File: src/rtl/seg7_capture_32.sv
// Capture side of an 8-digit multiplexed 7-segment display: synchronises the
// active-low anode/cathode lines, waits for them to settle and rebuilds the 32-bit word.
module seg7_capture_32 #(
    parameter int SETTLE_CLOCKS = 16
) (
    input  logic        clk,
    input  logic        i_rst,
    input  logic [7:0]  i_an,
    input  logic [6:0]  i_seg,
    output logic [31:0] o_bits,
    output logic        o_valid,
    output logic [7:0]  o_digit_mask,
    output logic        o_err
);

    localparam int CW = $clog2(SETTLE_CLOCKS + 1);
    localparam logic [CW-1:0] CNT_MAX  = CW'(SETTLE_CLOCKS);
    localparam logic [CW-1:0] CNT_LAST = CW'(SETTLE_CLOCKS - 1);

    typedef enum logic {
        ST_WAIT = 1'b0,
        ST_HELD = 1'b1
    } state_t;

    // Returns {legal, nibble} for an active-low {CA..CG} pattern.
    function automatic logic [4:0] seg_decode(input logic [6:0] seg);
        logic [4:0] r;
        case (seg)
            7'h01:   r = 5'h10;
            7'h4F:   r = 5'h11;
            7'h12:   r = 5'h12;
            7'h06:   r = 5'h13;
            7'h4C:   r = 5'h14;
            7'h24:   r = 5'h15;
            7'h20:   r = 5'h16;
            7'h0F:   r = 5'h17;
            7'h00:   r = 5'h18;
            7'h04:   r = 5'h19;
            7'h08:   r = 5'h1A;
            7'h60:   r = 5'h1B;
            7'h31:   r = 5'h1C;
            7'h42:   r = 5'h1D;
            7'h30:   r = 5'h1E;
            7'h38:   r = 5'h1F;
            default: r = 5'h00;
        endcase
        return r;
    endfunction

    function automatic logic [3:0] zero_count(input logic [7:0] an);
        logic [3:0] n;
        n = 4'd0;
        for (int i = 0; i < 8; i++) begin
            if (!an[i]) n = n + 4'd1;
            else        n = n;
        end
        return n;
    endfunction

    function automatic logic [2:0] zero_index(input logic [7:0] an);
        logic [2:0] idx;
        idx = 3'd0;
        for (int i = 0; i < 8; i++) begin
            if (!an[i]) idx = 3'(i);
            else        idx = idx;
        end
        return idx;
    endfunction

    logic [14:0]   sync1_r;
    logic [14:0]   sync2_r;
    logic [14:0]   prev_r;
    logic [CW-1:0] cnt_r;
    state_t        state_r;
    state_t        state_s;
    logic          changed_s;
    logic          sample_s;
    logic [7:0]    an_s;
    logic [6:0]    seg_s;
    logic [4:0]    dec_s;
    logic [3:0]    zeros_s;
    logic [2:0]    idx_s;
    logic          capture_s;
    logic          err_s;
    logic          commit_s;
    logic [7:0]    mask_next_s;
    logic [31:0]   shadow_next_s;
    logic [31:0]   shadow_r;

    assign changed_s = (sync2_r != prev_r);
    assign an_s      = sync2_r[14:7];
    assign seg_s     = sync2_r[6:0];
    assign dec_s     = seg_decode(seg_s);
    assign zeros_s   = zero_count(an_s);
    assign idx_s     = zero_index(an_s);

    // Two-flop synchroniser; resets to the blank pattern so reset never looks like a digit.
    always_ff @(posedge clk or posedge i_rst) begin
        if (i_rst) begin
            sync1_r <= 15'h7FFF;
            sync2_r <= 15'h7FFF;
        end else begin
            sync1_r <= {i_an, i_seg};
            sync2_r <= sync1_r;
        end
    end

    // One-cycle-old copy of the synchronised inputs for change detection.
    always_ff @(posedge clk or posedge i_rst) begin
        if (i_rst) prev_r <= 15'h7FFF;
        else       prev_r <= sync2_r;
    end

    // Settle counter: restarts on any change, saturates once the window is complete.
    always_ff @(posedge clk or posedge i_rst) begin
        if (i_rst)                 cnt_r <= '0;
        else if (changed_s)        cnt_r <= '0;
        else if (cnt_r != CNT_MAX) cnt_r <= cnt_r + 1'b1;
        else                       cnt_r <= cnt_r;
    end

    // FSM state register.
    always_ff @(posedge clk or posedge i_rst) begin
        if (i_rst) state_r <= ST_WAIT;
        else       state_r <= state_s;
    end

    // Next state: one sample per stable window, re-armed only by an input change.
    always_comb begin
        state_s  = state_r;
        sample_s = 1'b0;
        case (state_r)
            ST_WAIT: begin
                if (!changed_s && cnt_r == CNT_LAST) begin
                    sample_s = 1'b1;
                    state_s  = ST_HELD;
                end else begin
                    state_s  = ST_WAIT;
                end
            end
            ST_HELD: begin
                if (changed_s) state_s = ST_WAIT;
                else           state_s = ST_HELD;
            end
            default: state_s = ST_WAIT;
        endcase
    end

    // Classify the settled sample: blank, illegal, or a digit capture.
    always_comb begin
        capture_s = 1'b0;
        err_s     = 1'b0;
        if (sample_s) begin
            if (an_s == 8'hFF) begin
                capture_s = 1'b0;
            end else if (zeros_s != 4'd1) begin
                err_s = 1'b1;
            end else if (!dec_s[4]) begin
                err_s = 1'b1;
            end else begin
                capture_s = 1'b1;
            end
        end else begin
            capture_s = 1'b0;
        end
    end

    // Shadow/mask update; commit sees the nibble written on the same edge.
    always_comb begin
        shadow_next_s = shadow_r;
        shadow_next_s[{idx_s, 2'b00} +: 4] = dec_s[3:0];
        mask_next_s = o_digit_mask | (8'h01 << idx_s);
        commit_s    = capture_s && (mask_next_s == 8'hFF);
    end

    // Registered outputs and frame assembly.
    always_ff @(posedge clk or posedge i_rst) begin
        if (i_rst) begin
            o_bits       <= 32'h0000_0000;
            o_valid      <= 1'b0;
            o_err        <= 1'b0;
            o_digit_mask <= 8'h00;
            shadow_r     <= 32'h0000_0000;
        end else begin
            o_valid <= commit_s;
            o_err   <= err_s;
            if (capture_s) begin
                shadow_r <= shadow_next_s;
                if (commit_s) begin
                    o_bits       <= shadow_next_s;
                    o_digit_mask <= 8'h00;
                end else begin
                    o_digit_mask <= mask_next_s;
                end
            end
        end
    end

endmodule

File: config.mk
export PLATFORM = sky130hd
export DESIGN_NAME = seg7_capture_32
export DESIGN_NICKNAME = d
export VERILOG_FILES = /design/src/rtl/seg7_capture_32.sv
export SDC_FILE = /design/constraint.sdc
export NUM_CORES = 1
export LEC_CHECK = 0
export ABC_AREA = 1
export BUFFER_PORTS_ARGS = -buffer_cell sky130_fd_sc_hd__clkbuf_2
export CAP_MARGIN = 40
export CORE_MARGIN = 2
export CORE_UTILIZATION = 50
export DETAILED_ROUTE_END_ITERATION = 8
export PLACE_DENSITY_LB_ADDON = 0.05
export SLEW_MARGIN = 0
export SYNTH_ARGS = -nofsm -noshare
export SYNTH_HDL_FRONTEND = slang
export SYNTH_SLANG_ARGS = --single-unit
File: constraint.sdc
create_clock -name clk -period 4.19 [get_ports clk]
set_input_delay 0.838 -clock clk [delete_from_list [all_inputs] [get_ports clk]]
set_output_delay 0.838 -clock clk [all_outputs]
set_load 0.05 [all_outputs]
# == Word-level counts from Yosys, hierarchy flattened ==
# Cells that the tools add are included.
# totals
regBits,125
elab_cells,83
output_inout_bits,42
# classes
n_mux,32
n_bitwise,2
shifts,3
add_sub_neg,9
eq_ne,21
n_reduce_logical,6
# ops
operator,count
$pmux 5 s16,1
$eq 7x6->1 const B,5
$bwmux 32,1
$shift 4x7->32 const A,1
$shiftx 4x7->32,1
$add 4x1->4 const B,7
$eq 7x7->1 const B,4
$mux 4,7
$mux 3,6
$eq 8x8->1 const B,2
$ne 15x15->1,1
$eq 7x3->1 const B,2
$eq 7x4->1 const B,2
$mux 1,13
$mux 5,2
$mux 8,1
$or 8x8->8,1
$shl 1x3->8 const A,1
$eq 7x1->1 const B,1
$eq 7x5->1 const B,1
$logic_not 7->1,1
$neg 5->7,1
$add 5x1->5 const B,1
$eq 5x4->1 const B,1
other kinds (8),9

# == Logic depth before layout (Yosys ltp) ==
# depth
word_depth,21
ltp_mapped,30

# == Worst setup path before layout ==
# No wires, ideal clock.
# synth_timing
path_kind,reg-to-reg
from,reg sync2_r[8]
to,reg o_bits[13]
required_ns,4.071
path_stages_with_launch,29
synth_period_minus_slack_ns,4.113
slack_ns,0.077
setup_ns,0.119
arrival_time_ns,3.994
path_buffers,1
cell_sequence,dfstp_2 > inv_1 > ha_1 > inv_1 > nand2_4 > nand2_4 > ha_1 > nand2_1 > nand2_1 > ha_1 > nand2_1 > nand2_1 > ha_1 > nand2_1 > nand2_1 > ha_1 > nand2_1 > a21boi_1 > inv_1 > ha_1 > nor2_2 > nand2_1 > nand2_2 > nand3_4 > nor2_8 > nand2_4 > buf_6 > nand2_2 > nand2_1
# synth_between
elab_chain_len,19
word_cells_on_any_way,39
cone_classes,7 x add/sub; 4 x eq/ne; 3 x shift; 20 x mux; 1 x bitwise; 4 x reduce/logical
# synth_lines
item,line,text
"start, declared",71,logic [14:0] sync2_r;
"start signal, assigned",104,sync2_r <= sync1_r;
$mux 4,54,if (!an[i]) n = n + 4'd1;
$add 4x1->4,54,
$mux 4,54,
$add 4x1->4,54,
$mux 4,54,
$add 4x1->4,54,
$mux 4,54,
$add 4x1->4,54,
[3 not listed],--,
$add 4x1->4,54,
$mux 4,54,
$ne 4x1->1,156,end else if (zeros_s != 4'd1) begin
$mux 1,156,
$mux 1,154,if (an_s == 8'hFF) begin
$mux 1,153,if (sample_s) begin
$logic_and 1x1->1,173,commit_s = capture_s && (mask_next_s == 8'hFF);
$reduce_and 2->1 (no line),--,
"end signal, assigned",190,o_bits <= shadow_next_s;
"end, declared",10,"output logic [31:0] o_bits,"
# Parallel ways exist; a longest one is shown, timed or not.
# A chain may end at the register's enable or synchronous reset.

# == Worst setup path after layout ==
# layout_timing
from,reg sync2_r[7]
to,reg o_bits[2]
# layout_between
elab_chain_len,21
word_cells_on_any_way,27
cone_classes,7 x add/sub; 3 x eq/ne; 13 x mux; 4 x reduce/logical
# layout_lines
item,line
$mux 1,54
$add 4x1->4,54
$mux 4,54
$add 4x1->4,54
$mux 4,54
$add 4x1->4,54
$mux 4,54
$add 4x1->4,54
[5 not listed],--
$add 4x1->4,54
$mux 4,54
$ne 4x1->1,156
$mux 1,156
$mux 1,154
$mux 1 (*),153
$logic_and 1x1->1,173
$reduce_and 2->1 (no line) (*),--
# Mark *: on every way between the ends. The rest lies on a longest branch, timed or not.

==> load_flow_metrics.sql <==
INSERT INTO impl_metrics (metric_group, metric, value, unit) VALUES
('outcome', 'outcome', 'completed', ''),
('worst_setup_path', 'most_common_cell_type_on_the_critical_path', 'buf_4', ''),
('finish', 'final_util', '66.0', '%'),
('cts', 'root_buffer', 'clkbuf_16', ''),
('pwr', 'worst_ir_drop_vdd', '0.000302', 'V'),
('cts', 'cts_sinks', '125', ''),
('worst_hold_path', 'worst_hold_path_type', 'register to register', ''),
('worst_setup_path', 'path_class', 'register to register', ''),
('finish', 'layout_commonest_cell', 'nand2_1', ''),
('worst_setup_path', 'setup.worst_path.end_class', 'register', ''),
('pwr', 'proportion_of_power_drawn_by_combinational_gates', '11.2', '%'),
('finish', 'nFillCells', '1001', ''),
('pwr', 'sequential_power_share', '41.6', '%'),
('synth', 'syn_nets', '773', ''),
('synth', 'mappedNetlistArea', '0.00626', 'mm2'),
('synth', 'synth_seq_cells', '125', ''),
('grt', 'globalRouteMet3Util', '4.92', '%'),
('finish', 'drive_gt1_share', '32.2', '%'),
('synth', 'synth_cell_type_count', '41', ''),
('grt', 'grt_pass1_wl', '23600', 'um'),
('pwr', 'power-per-cell-area', '382', 'mW/mm2'),
('die', 'placement_rows', '40', ''),
('route', 'detail_route.first_pass.iterations', '5', ''),
('grt', 'gr-usage-met2', '37.2', '%'),
('cts', 'clock_path_buffers', '2', ''),
('sta', 'final_period_minus_worst_setup_slack', '4110', 'ps'),
('route', 'route.antenna.remaining_nets', '0', ''),
('worst_setup_path', 'critPathRequiredTime', '4500', 'ps'),
('die', 'initial_utilization', '51.7', '%'),
('route', 'average_wire_length_per_cell_after_detail_routing', '14.2', 'um'),
('pwr', 'power.leakage', '3.94', 'nW'),
('cts', 'h-tree-depth', '4', ''),
('placement', 'io_buffers', '58', ''),
('finish', 'antennaDiodeCount', '0', ''),
('cts', 'clock_latency', '420', 'ps'),
('worst_setup_path', 'crit_slowest_cell', 'dfstp_2', ''),
('finish', 'mostFrequentLayoutCells', 'nand2_1, inv_1, dfrtp_1', ''),
('finish', 'syn2layout_area_growth', '27.8', '%'),
('placement', 'dp_hpwl', '9490', 'um'),
('sta', 'max_clock_freq', '243', 'MHz'),
('grt', 'grt-ovfl-total', '0', ''),
('cts', 'cts_tree', 'built', ''),
('die', 'design.die.area', '0.0134', 'mm2'),
('sta', 'final_min_period_over_clock_period', '98.1', '%'),
('route', 'vias_per_cell', '5.00', ''),
('die', 'placeableCoreArea', '0.0121', 'mm2'),
('placement', 'globalplace.congestion', '0.861', ''),
('pwr', 'netSwitchingPower', '0.000737', 'W'),
('worst_setup_path', 'crit_arrival', '4420', 'ps'),
('grt', 'grt_antenna_before_repair', '0', ''),
('sta', 'drv_slew', '0', ''),
('worst_setup_path', 'critical_path.max_fanout', '5', ''),
('route', 'detailroute.via_count', '5158', ''),
('grt', 'grt-busiest-layer', 'met2', ''),
('placement', 'placedInstanceArea', '0.00680', 'mm2'),
('cts', 'worst_setup_hold_path_clk_slew', '50', 'ps'),
('sta', 'hold_viol', '0', ''),
('pwr', 'netSwitchingFraction', '24.1', '%'),
('flow_run', 'drv_cap', '0', ''),
('route', 'drc_marker_count_from_the_first_detailed_route_iteration', '269', ''),
('sta', 'worst_slew_pin_slew', '712', 'ps'),
('route', 'finalWirelength', '14600', 'um'),
('pwr', 'int_power', '0.00232', 'W'),
('die', 'die_height', '116', 'um'),
('worst_setup_path', 'reg2reg_setup_slack', '80', 'ps'),
('grt', 'grt_pass1_vias', '5120', ''),
('finish', 'num-nets-final', '883', ''),
('finish', 'fin_area', '0.00800', 'mm2'),
('worst_setup_path', 'worstSetupStartpointType', 'register', ''),
('grt', 'grt_max_degree', '54', ''),
('sta', 'maximum_clock_skew_at_final_layout', '5.26', 'ps'),
('synth', 'share_of_synthesized_area_occupied_by_flip_flops_and_latches', '50.9', '%'),
('synth', 'postSynthAreaPerCell', '8.45', 'um2'),
('pwr', 'clockPowerShare', '47.1', '%'),
('synth', 'syn-instance-count', '740', ''),
('worst_setup_path', 'crit_path_max_incr_delay', '540', 'ps'),
('die', 'die_w', '116', 'um'),
('sta', 'timing.slew.headroom', '52.4', '%'),
('cts', 'cts_made_buffers', '17', ''),
('sta', 'setup_viol_count_final', '0', ''),
('grt', 'grt_total_usage', '22.9', '%'),
('cts', 'post_cts_hold_buffer_count', '0', ''),
('route', 'route.detailed.drc', '0', ''),
('grt', 'grtUsageMet1', '29.7', '%'),
('synth', 'ys.warnings.count', '0', ''),
('die', 'top_level_ports', '59', '');
==> critical path, delay by kind of cell (launching register included) <==
family / cells / cell delay, ps
adder cells (fa/ha/maj): 4 / 1000
flip-flops: 1 / 540
buffers and inverters: 12 / 1320
AND/OR/NAND/NOR: 13 / 930
AO/OA/AOI/OAI: 1 / 180
==> through the flow <==
stage	hold WS (ps)	worst slack, ps	std cells	TNS, ps	total power (W)
3_3_place_gp	345	18.4	959	0	0.00151
3_5_place_dp	347	-134	961	-3510	0.00152
2_1_floorplan	345	77.2	740	0	0.00146
6_report	354	81.5	1031	0	0.00306
5_1_grt	356	-65.7	1031	-1190	0.00318
4_1_cts	354	27.4	1023	0	0.00302
==> path summary, 6_finish.rpt <==
check | startpoint | end | cells after the start
worst max-delay path | sync2_r[7] | o_bits[2] | 30
worst min-delay path | sync1_r[9] | sync2_r[9] | 0
worst max register to register | sync2_r[7] | o_bits[2] | 30
worst min register to register | sync1_r[9] | sync2_r[9] | 0
max in group asynchronous | i_rst | sync2_r[13] | 3
min in group asynchronous | i_rst | o_digit_mask[2] | 2
==> cell type report <==
class / instances / area (um2) / area share (%)
Timing Repair Buffer: 108 / 779 / 9.75
Clock inverter: 8 / 46.3 / 0.579
Multi-Input combinational cell: 487 / 2790 / 34.9
Inverter: 111 / 427 / 5.34
Sequential cell: 125 / 3180 / 39.8
Clock buffer: 24 / 557 / 6.96
Tap cell: 168 / 210 / 2.63
==> metal layers <==
layer  wire length, um  vias to the layer above
met3               603                       24
met5                 0                        -
li1                  -                     2546
met2              7060                      130
met1              6660                     2458
met4               271                        0
==> synth_stat cells <==
cell        n  area [um2]
nand2_2    21         131
o21ai_2     1        8.76
clkinv_1    1        3.75
ha_1       16         200
nor2_8      1        20.0
nand4_4     1        21.3
nor2_1     44         165
or2_1       1        6.26
nand3_1    43         215
buf_4       2        15.0
nand2_4     4        45.0
o21ai_1     2        10.0
nand2_1   206         773
xnor2_1    11        96.3
dfstp_2    45        1180
buf_6       4        45.0
o31ai_1     1        7.51
a21oi_2     1        8.76
dfrtp_1    80        2000
buf_2       8        40.0
nand3b_2    1        11.3
o21a_1      4        30.0
clkbuf_1    5        18.8
inv_2       5        18.8
a21boi_1    1        7.51
inv_1     103         387
nor3_1      5        25.0
nand4_1    12        75.1
nand3b_1    4        30.0
a31oi_1     1        6.26
nor2_2      5        31.3
nand3_4     1        17.5
a21oi_1    16        80.1
or2_0       3        18.8
xor2_1      5        43.8
nor2_4      5        56.3
inv_4       2        12.5
o21ai_0    56         280
a211oi_1    1        7.51
nor4_1      5        31.3
nand3_2     7        70.1
==> cell families (layout without fill, tap and decap cells) <==
group           after synthesis  in the layout  share of synthesized area (%)
simple gates                369            371                           27.9
buf+inv                     130            251                           8.64
flops                       125            125                           50.9
compound gates               84             84                           7.14
fa+ha+maj                    16             16                           3.20
xor+xnor                     16             16                           2.24
==> registers in the layout, indices dropped and copies added, names as in the netlist <==
signal	count
state_r	1
sync1_r	15
sync2_r	15
o_digit_mask	8
shadow_r	32
o_err	1
prev_r	15
cnt_r	5
o_valid	1
o_bits	32
==> power by group through the flow <==
stage	Sequential, W	Clock [W]	Combinational [W]
CTS	0.00127	0.00147	0.000279
detailed placement	0.00129	0	0.000232
floorplan	0.00128	0	0.000181
global route	0.00128	0.00152	0.000378
global placement	0.00129	0	0.000222
finish	0.00127	0.00144	0.000343
==> repair_timing <==
item | CTS | global route
pin swaps | 10 | 27
cloned | 2 | 3
setup buffers | 28 | 6
gates resized for setup | 15 | 51
setup endpoints to repair | 72 | 74
No activity file was read; power rests on OpenSTA's default activity.
